**src/rtl/shift_word_deser.sv**
```systemverilog
// Serial-to-parallel receive stage: start-bit framing, WIDTH-bit word assembly, 2-entry output FIFO.
// Optional macro DESER_PARITY_EN adds an even-parity bit per frame and a per-word par_err flag.
module shift_word_deser #(
    parameter int WIDTH = 4,
    parameter int CNT_W = 8
) (
    input  logic             clk,
    input  logic             reset,
    input  logic             ser_in,
    input  logic             ser_valid,
    input  logic             lsb_first,
    output logic [WIDTH-1:0] out_data,
    output logic             out_valid,
    input  logic             out_ready,
    output logic             par_err,
    output logic             busy,
    output logic             overflow,
    input  logic             clr_ovf,
    output logic [CNT_W-1:0] frame_count
);

    localparam int BC_W = $clog2(WIDTH + 1);

`ifdef DESER_PARITY_EN
    typedef enum logic [1:0] {IDLE, SHIFT, PARITY} state_t;
`else
    typedef enum logic {IDLE, SHIFT} state_t;
`endif

    state_t            state_q, state_d;
    logic [WIDTH-1:0]  sr_q, sr_d;
    logic [BC_W-1:0]   bit_cnt_q, bit_cnt_d;
    logic              lsb_q, lsb_d;
    logic [WIDTH-1:0]  shifted;
    logic              push;
    logic [WIDTH-1:0]  push_data;

    logic [WIDTH-1:0]  mem_q [2];
    logic [WIDTH-1:0]  mem_d [2];
    logic              rd_ptr_q, rd_ptr_d;
    logic              wr_ptr_q, wr_ptr_d;
    logic [1:0]        cnt_q, cnt_d;
    logic [WIDTH-1:0]  hold_data_q, hold_data_d;
    logic              ovf_q, ovf_d;
    logic [CNT_W-1:0]  fcnt_q, fcnt_d;
    logic              pop, accept, drop;

    // Shifting toward the LSB leaves the first-received bit at word[0] after WIDTH captures.
    assign shifted = lsb_q ? {ser_in, sr_q[WIDTH-1:1]} : {sr_q[WIDTH-2:0], ser_in};

`ifdef DESER_PARITY_EN
    logic              push_perr;
    logic              perr_q [2];
    logic              perr_d [2];
    logic              hold_perr_q, hold_perr_d;

    assign push_data = sr_q;
`else
    assign push_data = shifted;
`endif

    always_comb begin
        state_d   = state_q;
        sr_d      = sr_q;
        bit_cnt_d = bit_cnt_q;
        lsb_d     = lsb_q;
        push      = 1'b0;
`ifdef DESER_PARITY_EN
        push_perr = 1'b0;
`endif
        case (state_q)
            IDLE: begin
                if (ser_valid && ser_in) begin
                    state_d   = SHIFT;
                    sr_d      = '0;
                    bit_cnt_d = '0;
                    lsb_d     = lsb_first;
                end
            end
            SHIFT: begin
                if (ser_valid) begin
                    sr_d      = shifted;
                    bit_cnt_d = bit_cnt_q + BC_W'(1);
                    if (bit_cnt_q == BC_W'(WIDTH - 1)) begin
`ifdef DESER_PARITY_EN
                        state_d = PARITY;
`else
                        push    = 1'b1;
                        state_d = IDLE;
`endif
                    end
                end
            end
`ifdef DESER_PARITY_EN
            PARITY: begin
                if (ser_valid) begin
                    push      = 1'b1;
                    push_perr = (^sr_q) ^ ser_in;
                    state_d   = IDLE;
                end
            end
`endif
            default: state_d = IDLE;
        endcase
    end

    assign out_valid = (cnt_q != 2'd0);
    assign pop       = out_valid & out_ready;
    // A full FIFO still takes a push when the head leaves in the same cycle.
    assign accept    = push && ((cnt_q != 2'd2) || pop);
    assign drop      = push && (cnt_q == 2'd2) && !pop;

    always_comb begin
        mem_d = mem_q;
        if (accept) mem_d[wr_ptr_q] = push_data;
        rd_ptr_d    = rd_ptr_q ^ pop;
        wr_ptr_d    = wr_ptr_q ^ accept;
        hold_data_d = pop ? mem_q[rd_ptr_q] : hold_data_q;
        case ({accept, pop})
            2'b10:   cnt_d = cnt_q + 2'd1;
            2'b01:   cnt_d = cnt_q - 2'd1;
            default: cnt_d = cnt_q;
        endcase
        ovf_d = ovf_q;
        if (clr_ovf) ovf_d = 1'b0;
        if (drop)    ovf_d = 1'b1;
        fcnt_d = accept ? fcnt_q + CNT_W'(1) : fcnt_q;
    end

`ifdef DESER_PARITY_EN
    always_comb begin
        perr_d = perr_q;
        if (accept) perr_d[wr_ptr_q] = push_perr;
        hold_perr_d = pop ? perr_q[rd_ptr_q] : hold_perr_q;
    end

    always_ff @(posedge clk or negedge reset) begin
        if (!reset) begin
            perr_q[0]   <= 1'b0;
            perr_q[1]   <= 1'b0;
            hold_perr_q <= 1'b0;
        end else begin
            perr_q      <= perr_d;
            hold_perr_q <= hold_perr_d;
        end
    end

    assign par_err = out_valid ? perr_q[rd_ptr_q] : hold_perr_q;
`else
    assign par_err = 1'b0;
`endif

    always_ff @(posedge clk or negedge reset) begin
        if (!reset) begin
            state_q     <= IDLE;
            sr_q        <= '0;
            bit_cnt_q   <= '0;
            lsb_q       <= 1'b0;
            mem_q[0]    <= '0;
            mem_q[1]    <= '0;
            rd_ptr_q    <= 1'b0;
            wr_ptr_q    <= 1'b0;
            cnt_q       <= 2'd0;
            hold_data_q <= '0;
            ovf_q       <= 1'b0;
            fcnt_q      <= '0;
        end else begin
            state_q     <= state_d;
            sr_q        <= sr_d;
            bit_cnt_q   <= bit_cnt_d;
            lsb_q       <= lsb_d;
            mem_q       <= mem_d;
            rd_ptr_q    <= rd_ptr_d;
            wr_ptr_q    <= wr_ptr_d;
            cnt_q       <= cnt_d;
            hold_data_q <= hold_data_d;
            ovf_q       <= ovf_d;
            fcnt_q      <= fcnt_d;
        end
    end

    // With the FIFO empty the outputs keep showing the last word that left.
    assign out_data    = out_valid ? mem_q[rd_ptr_q] : hold_data_q;
    assign busy        = (state_q != IDLE);
    assign overflow    = ovf_q;
    assign frame_count = fcnt_q;

endmodule

```
**config.mk**
```make
export PLATFORM = sky130hd
export DESIGN_NAME = shift_word_deser
export DESIGN_NICKNAME = d
export VERILOG_FILES = /design/src/rtl/shift_word_deser.sv
export SDC_FILE = /design/constraint.sdc
export NUM_CORES = 1
export LEC_CHECK = 0
export ABC_AREA = 1
export BUFFER_PORTS_ARGS = -buffer_cell sky130_fd_sc_hd__buf_4
export CAP_MARGIN = 20
export CELL_PAD_IN_SITES_DETAIL_PLACEMENT = 1
export CELL_PAD_IN_SITES_GLOBAL_PLACEMENT = 1
export CORE_ASPECT_RATIO = 0.5
export CORE_MARGIN = 3
export CORE_UTILIZATION = 38
export DETAILED_ROUTE_END_ITERATION = 6
export PLACE_DENSITY = 0.79
export SETUP_SLACK_MARGIN = 0.4
export SLEW_MARGIN = 20
export SYNTH_ARGS = -nofsm -noshare
export SYNTH_HDL_FRONTEND = slang
export SYNTH_SLANG_ARGS = --single-unit
```
**constraint.sdc**
```tcl
create_clock -name clk -period 1.65 [get_ports clk]
set_clock_uncertainty 0.2 [all_clocks]
set_input_delay 0.33 -clock clk [delete_from_list [all_inputs] [get_ports clk]]
set_output_delay 0.33 -clock clk [all_outputs]
set_load 0.02 [all_outputs]
```
# == Word-level counts from Yosys, hierarchy flattened ==
# Cells that the tools add are included.
# op_classes
order_cmp,3
n_eq_ne,7
mux,24
n_reduce_logical,12
bitwise_logic,6
n_addsub,4
# ops
cell,n
2-to-1 mux 4 bit,8
adder 8 x 1 -> 8 bit (second input constant),1
bitwise mux 8 bit,1
2-to-1 mux 1 bit,8
case mux 4 bit (2 select lines),1
2-to-1 mux 3 bit,2
inequality test 2 bit (second input constant),3
case mux 3 bit (2 select lines),1
nonzero test 2 bit,3
logical AND 1 bit,5
demux 4 bit (select 1 bit),1
equality test 2 bit (second input constant),2
>= comparator 2 bit (second input constant),2
inverter 1 -> 2 bit,2
case mux 2 bit (2 select lines),1
AND reduction 2 bit,2
adder 3 x 1 -> 3 bit (second input constant),1
equality test 3 x 2 -> 1 bit (second input constant),1
adder 2 x 1 -> 2 bit (second input constant),1
equality test 2 x 1 -> 1 bit (second input constant),1
< comparator 2 x 1 -> 1 bit (second input constant),1
case mux 1 bit (2 select lines),1
subtractor 2 x 1 -> 2 bit (second input constant),1
XOR 1 bit,2
other kinds (4),4
# totals
ff_bits,34
word_cells,68
input_bits,7
out_inout_bits,16

# == Depth between registers and ports, before layout ==
# depth
depth_word,7
mapped_depth,10
depth_no_buf,10

# == Least setup slack after synthesis ==
# OpenSTA, ideal clock, no wires.
# synth_timing
kind,register to register
startpoint,register bit_cnt_q[0]
endpoint,register mem_q[5] (netlist name)
n_path_buf,0
setup_slack_ns,-0.150
path_stages_with_launch,10
setup_ns,0.130
t_arrival_ns,1.469
period_less_slack_ns,1.800
required_time_ns,1.320
path_cell_list,dfrtp_1 -> ha_1 -> ha_1 -> inv_1 -> nor2_4 -> nand2_4 -> clkinv_4 -> ha_1 -> inv_1 -> o21ai_0
# synth_between
elab_chain_cells,5
# synth_rtl
item,line_no,source
"start, declared",32,"logic [BC_W-1:0] bit_cnt_q, bit_cnt_d;"
"start signal, assigned",170,bit_cnt_q <= bit_cnt_d;
equality test 3 x 2 -> 1 bit,84,if (bit_cnt_q == BC_W'(WIDTH - 1)) begin
2-to-1 mux 1 bit,84,
2-to-1 mux 1 bit,81,if (ser_valid) begin
2-to-1 mux 1 bit,71,case (state_q)
logical AND 1 bit,110,assign accept = push && ((cnt_q != 2'd2) || pop);
named net accept,46,"logic pop, accept, drop;"
"end signal, assigned",172,mem_q <= mem_d;
"end, declared",38,logic [WIDTH-1:0] mem_q [2];
# The timed path passes the listed nets, and every way through them passes these cells.
# A chain may end at the register's enable or synchronous reset.

# == Worst setup path after layout ==
# layout_timing
startpoint,register rd_ptr_q
endpoint,output port out_data[1]
# layout_between
elab_chain_cells,5
# layout_rtl
item,line_no,source
"start, declared",40,"logic rd_ptr_q, rd_ptr_d;"
"start signal, assigned",173,rd_ptr_q <= rd_ptr_d;
inverter 1 -> 2 bit (implied by the code),183,assign out_data = out_valid ? mem_q[rd_ptr_q] : hold_data_q;
2-to-1 mux 4 bit (implied by the code) (3 in a row),183,
2-to-1 mux 4 bit,183,
"end, declared",12,"output logic [WIDTH-1:0] out_data,"
# Every way passes these cells. The select of a mux whose other input is x is not followed.

==> qor.csv <==
stage;metric;value;unit
routing;Post-route DRC;0;
clock_network;CTS tree;yes;
clock_network;Num CTS Buffers;5;
status;outcome;complete, but fails checks;
timing;# setup viols final;23;
setup_path;Worst setup EP type;output port;
placement;IO buf count;21;
cells_and_area;Ant. Diodes;0;
synthesis;Post-Synthesis Cells;201;
power;total chip power;6.12;mW
power;Peak VDD IR;0.901;mV
grt;grt ovf;0;
floorplan;starting density of the core;0.412;
setup_path;Worst Path Arrival;1360;ps
floorplan;Core Area;4080;sq um
synthesis;yosys warns;0;
routing;vias after detailed routing;1857;
timing;slew margin rel.;0.610;
clock_network;worst skew pair latency;320;ps
power;Gate power share;0.607;
setup_path;reg2reg end;mem_q[0];
status;failing checks;negative setup slack;
floorplan;row count;16;
routing;initial DRC count;89;
power;power per cell area;2060;nW/um^2
synthesis;library cells used by synthesis;25;
synthesis;synth top area cells;dfrtp_1 (51%), nand2_1 (14%), o21ai_0 (7.7%);
timing;Slew @ Worst Pin;581;ps
synthesis;Synth Flop Type;dfrtp_1;
synthesis;area leader, netlist;dfrtp_1;
cells_and_area;layout cell share with drive strength beyond 1;0.629;
timing;Worst Hold Slack;34.6;ps
power;Sequential Power Share;0.257;
synthesis;mean post-synth cell area;8.37;sq um
synthesis;share of the synthesized area in the top cell type;0.506;
floorplan;IO Count;23;
timing;Final Cycle Share;1.14;
setup_path;data required time at the worst endpoint;1120;ps
floorplan;Die Ht;53.0;um
timing;FMAX;530;MHz
hold_path;Worst Hold End;overflow;
floorplan;Die Span X;100;um
hold_path;hold path depth;2;
synthesis;number of synthesized flops with an enable pin;0;
setup_path;flop2flop setup slack;-200;ps
grt;GRT Util Overall;0.283;
run;MaxCap Viol Count;0;
hold_path;Hold Path Class;in2reg;
power;net switching power;2.93;mW
clock_network;Longest Clk Path Bufs;2;
synthesis;syn_nets;213;
placement;RD Place Congestion;0.797;
timing;setup TNS;-3080;ps
routing;Pre-antenna DRT Iters;4;
setup_path;CP Max Fanout;5;
synthesis;Post-synth top cells;nand2_1 (62), dfrtp_1 (34), inv_1 (26), o21ai_0 (26), nand3_1 (10);
timing;min cycle time layout;1890;ps
placement;placed inst area;2010;sq um
synthesis;count leader, synth;nand2_1;
grt;initial antenna violation count;0;
cells_and_area;NumNets Final;275;
routing;Detail Route Antenna Nets;0;
setup_path;worst r2r src;bit_cnt_q[1];
cells_and_area;area growth from synthesis to final layout;76.6;%
placement;HPWL after detailed placement;2.99;mm
routing;DR WL/cell;29.3;um
grt;vias in the first global route;1925;
synthesis;Yosys reg bits;34;
synthesis;Synth Cell Area;1680;sq um
clock_network;Root Driver;clkbuf_8;
routing;vias per inst;5.84;
hold_path;hold path start;clr_ovf;
synthesis;asr flop ratio synth;1.00;
grt;largest net degree at the start of global routing;35;
placement;Place WS;-49.1;ps
synthesis;post-synthesis sequential area ratio;0.506;
routing;DRT Wirelength;9.32;mm
power;Switching Fraction;0.478;
power;clock power share;0.136;
timing;RSZ-0062 raised after global routing;true;
grt;first-pass GRT wire length;10.9;mm
floorplan;Total Die Area;5310;sq um
setup_path;Reg2Reg Depth;10;
timing;Slew Limit Fails;0;
power;Leakage;1.37;nW
cells_and_area;Final Instance Area;2970;sq um
setup_path;startpoint type of the worst setup path;flop;
clock_network;clock transition at the registers of the reported paths;80;ps
clock_network;H-tree depth;2;
clock_network;CTS Sinks;34;
setup_path;critical path class;reg2out;
timing;Final WS setup;-238;ps
timing;final hold vios;0;
power;P_int;3.20;mW
cells in the final DEF (no fill, tap or decap), types with 2 or more instances in the layout:
cell type  instances
inv_8              4
nand3_1            4
buf_12             2
nand4_1            2
o21ai_4            9
nand2_2           23
inv_2              4
clkbuf_8           5
inv_1             20
clkinv_2           2
dfrtp_1           25
buf_6             28
o22ai_2            3
nand3_2            3
o21ai_1            6
nand2_1           30
nor2_4             2
nand2_4           14
o22ai_4            2
xor2_2             2
ha_4               5
buf_4             25
nor2_1             3
o21ai_2           12
dfrtp_2            9
nand3b_1           3
nand3_4            4
registers in the layout, summed over array words and instances, names as in the netlist:
name / cells
lsb_q: 1
overflow: 1
wr_ptr_q: 1
frame_count: 8
hold_data_q: 4
mem_q: 8
cnt_q: 2
rd_ptr_q: 1
sr_q: 4
bit_cnt_q: 3
busy: 1
how the worst max path moves through the flow:
stage,cells past startpoint,slack [ps],endpoint,startpoint
after floorplan,9,20,mem_q[3],bit_cnt_q[0]
after global placement,10,60,mem_q[5],bit_cnt_q[0]
after detailed placement,10,-50,mem_q[4],bit_cnt_q[0]
after CTS,5,-110,out_data[3],cnt_q[0]
after global routing,6,-260,out_data[3],rd_ptr_q
final,5,-240,out_data[1],rd_ptr_q
layout make-up:
| class | instances | area (sq um) |
|---|---|---|
| Multi-Input combinational cell | 135 | 1200 |
| Tap cell | 54 | 67.6 |
| Timing Repair inverter | 1 | 11.3 |
| Sequential cell | 34 | 862 |
| Fill cell | 417 | 1110 |
| Clock inverter | 3 | 40.0 |
| Inverter | 29 | 146 |
| Timing Repair Buffer | 57 | 568 |
| Clock buffer | 5 | 68.8 |
power groups by stage:
stage / clock network [mW] / logic (mW) / registers [mW]
after floorplan: 0 / 1.22 / 1.40
after global placement: 0 / 1.64 / 1.43
after detailed placement: 0 / 1.72 / 1.45
after CTS: 0.762 / 2.47 / 1.44
after global routing: 0.855 / 3.85 / 1.59
final: 0.831 / 3.72 / 1.57
repair_timing:
action | in CTS | in global routing
setup endpoints to repair | 48 | 49
hold endpoints to repair | 34 | 0
hold buffers | 1 | 0
setup buffers | 22 | 10
pin swaps | 24 | 19
cloned | 2 | 0
gates resized for setup | 68 | 87
per-layer routing:
| metal | vias to the layer above | wire (um) | GRT usage |
|---|---|---|---|
| li1 | 763 | - | - |
| met1 | 957 | 3820 | 0.330 |
| met2 | 102 | 4530 | 0.517 |
| met3 | 35 | 565 | 0.0645 |
| met4 | 0 | 403 | 0.112 |
| met5 | - | 0 | 0 |
worst max-delay path, cell delays in order (launching register included):
cell and delay (ps):
dfrtp_2 430, buf_12 150, o21ai_4 170, nand2_2 90
o21ai_4 70, buf_6 140
logic make-up after synthesis:
group,after synthesis,share of synthesized area
AO/OA/AOI/OAI,34,0.106
adder cells (fa/ha/maj),5,0.0372
AND/OR/NAND/NOR,90,0.243
buffers and inverters,33,0.0841
other,1,0.00223
XOR/XNOR,4,0.0208
flip-flops,34,0.506
metrics by stage:
stage / util / cells
finish: 0.727 / 318
detailed placement: 0.493 / 275
global route: 0.727 / 318
CTS: 0.620 / 308
global placement: 0.493 / 275
floorplan: - / 201
(Power assumes the default switching activity.)
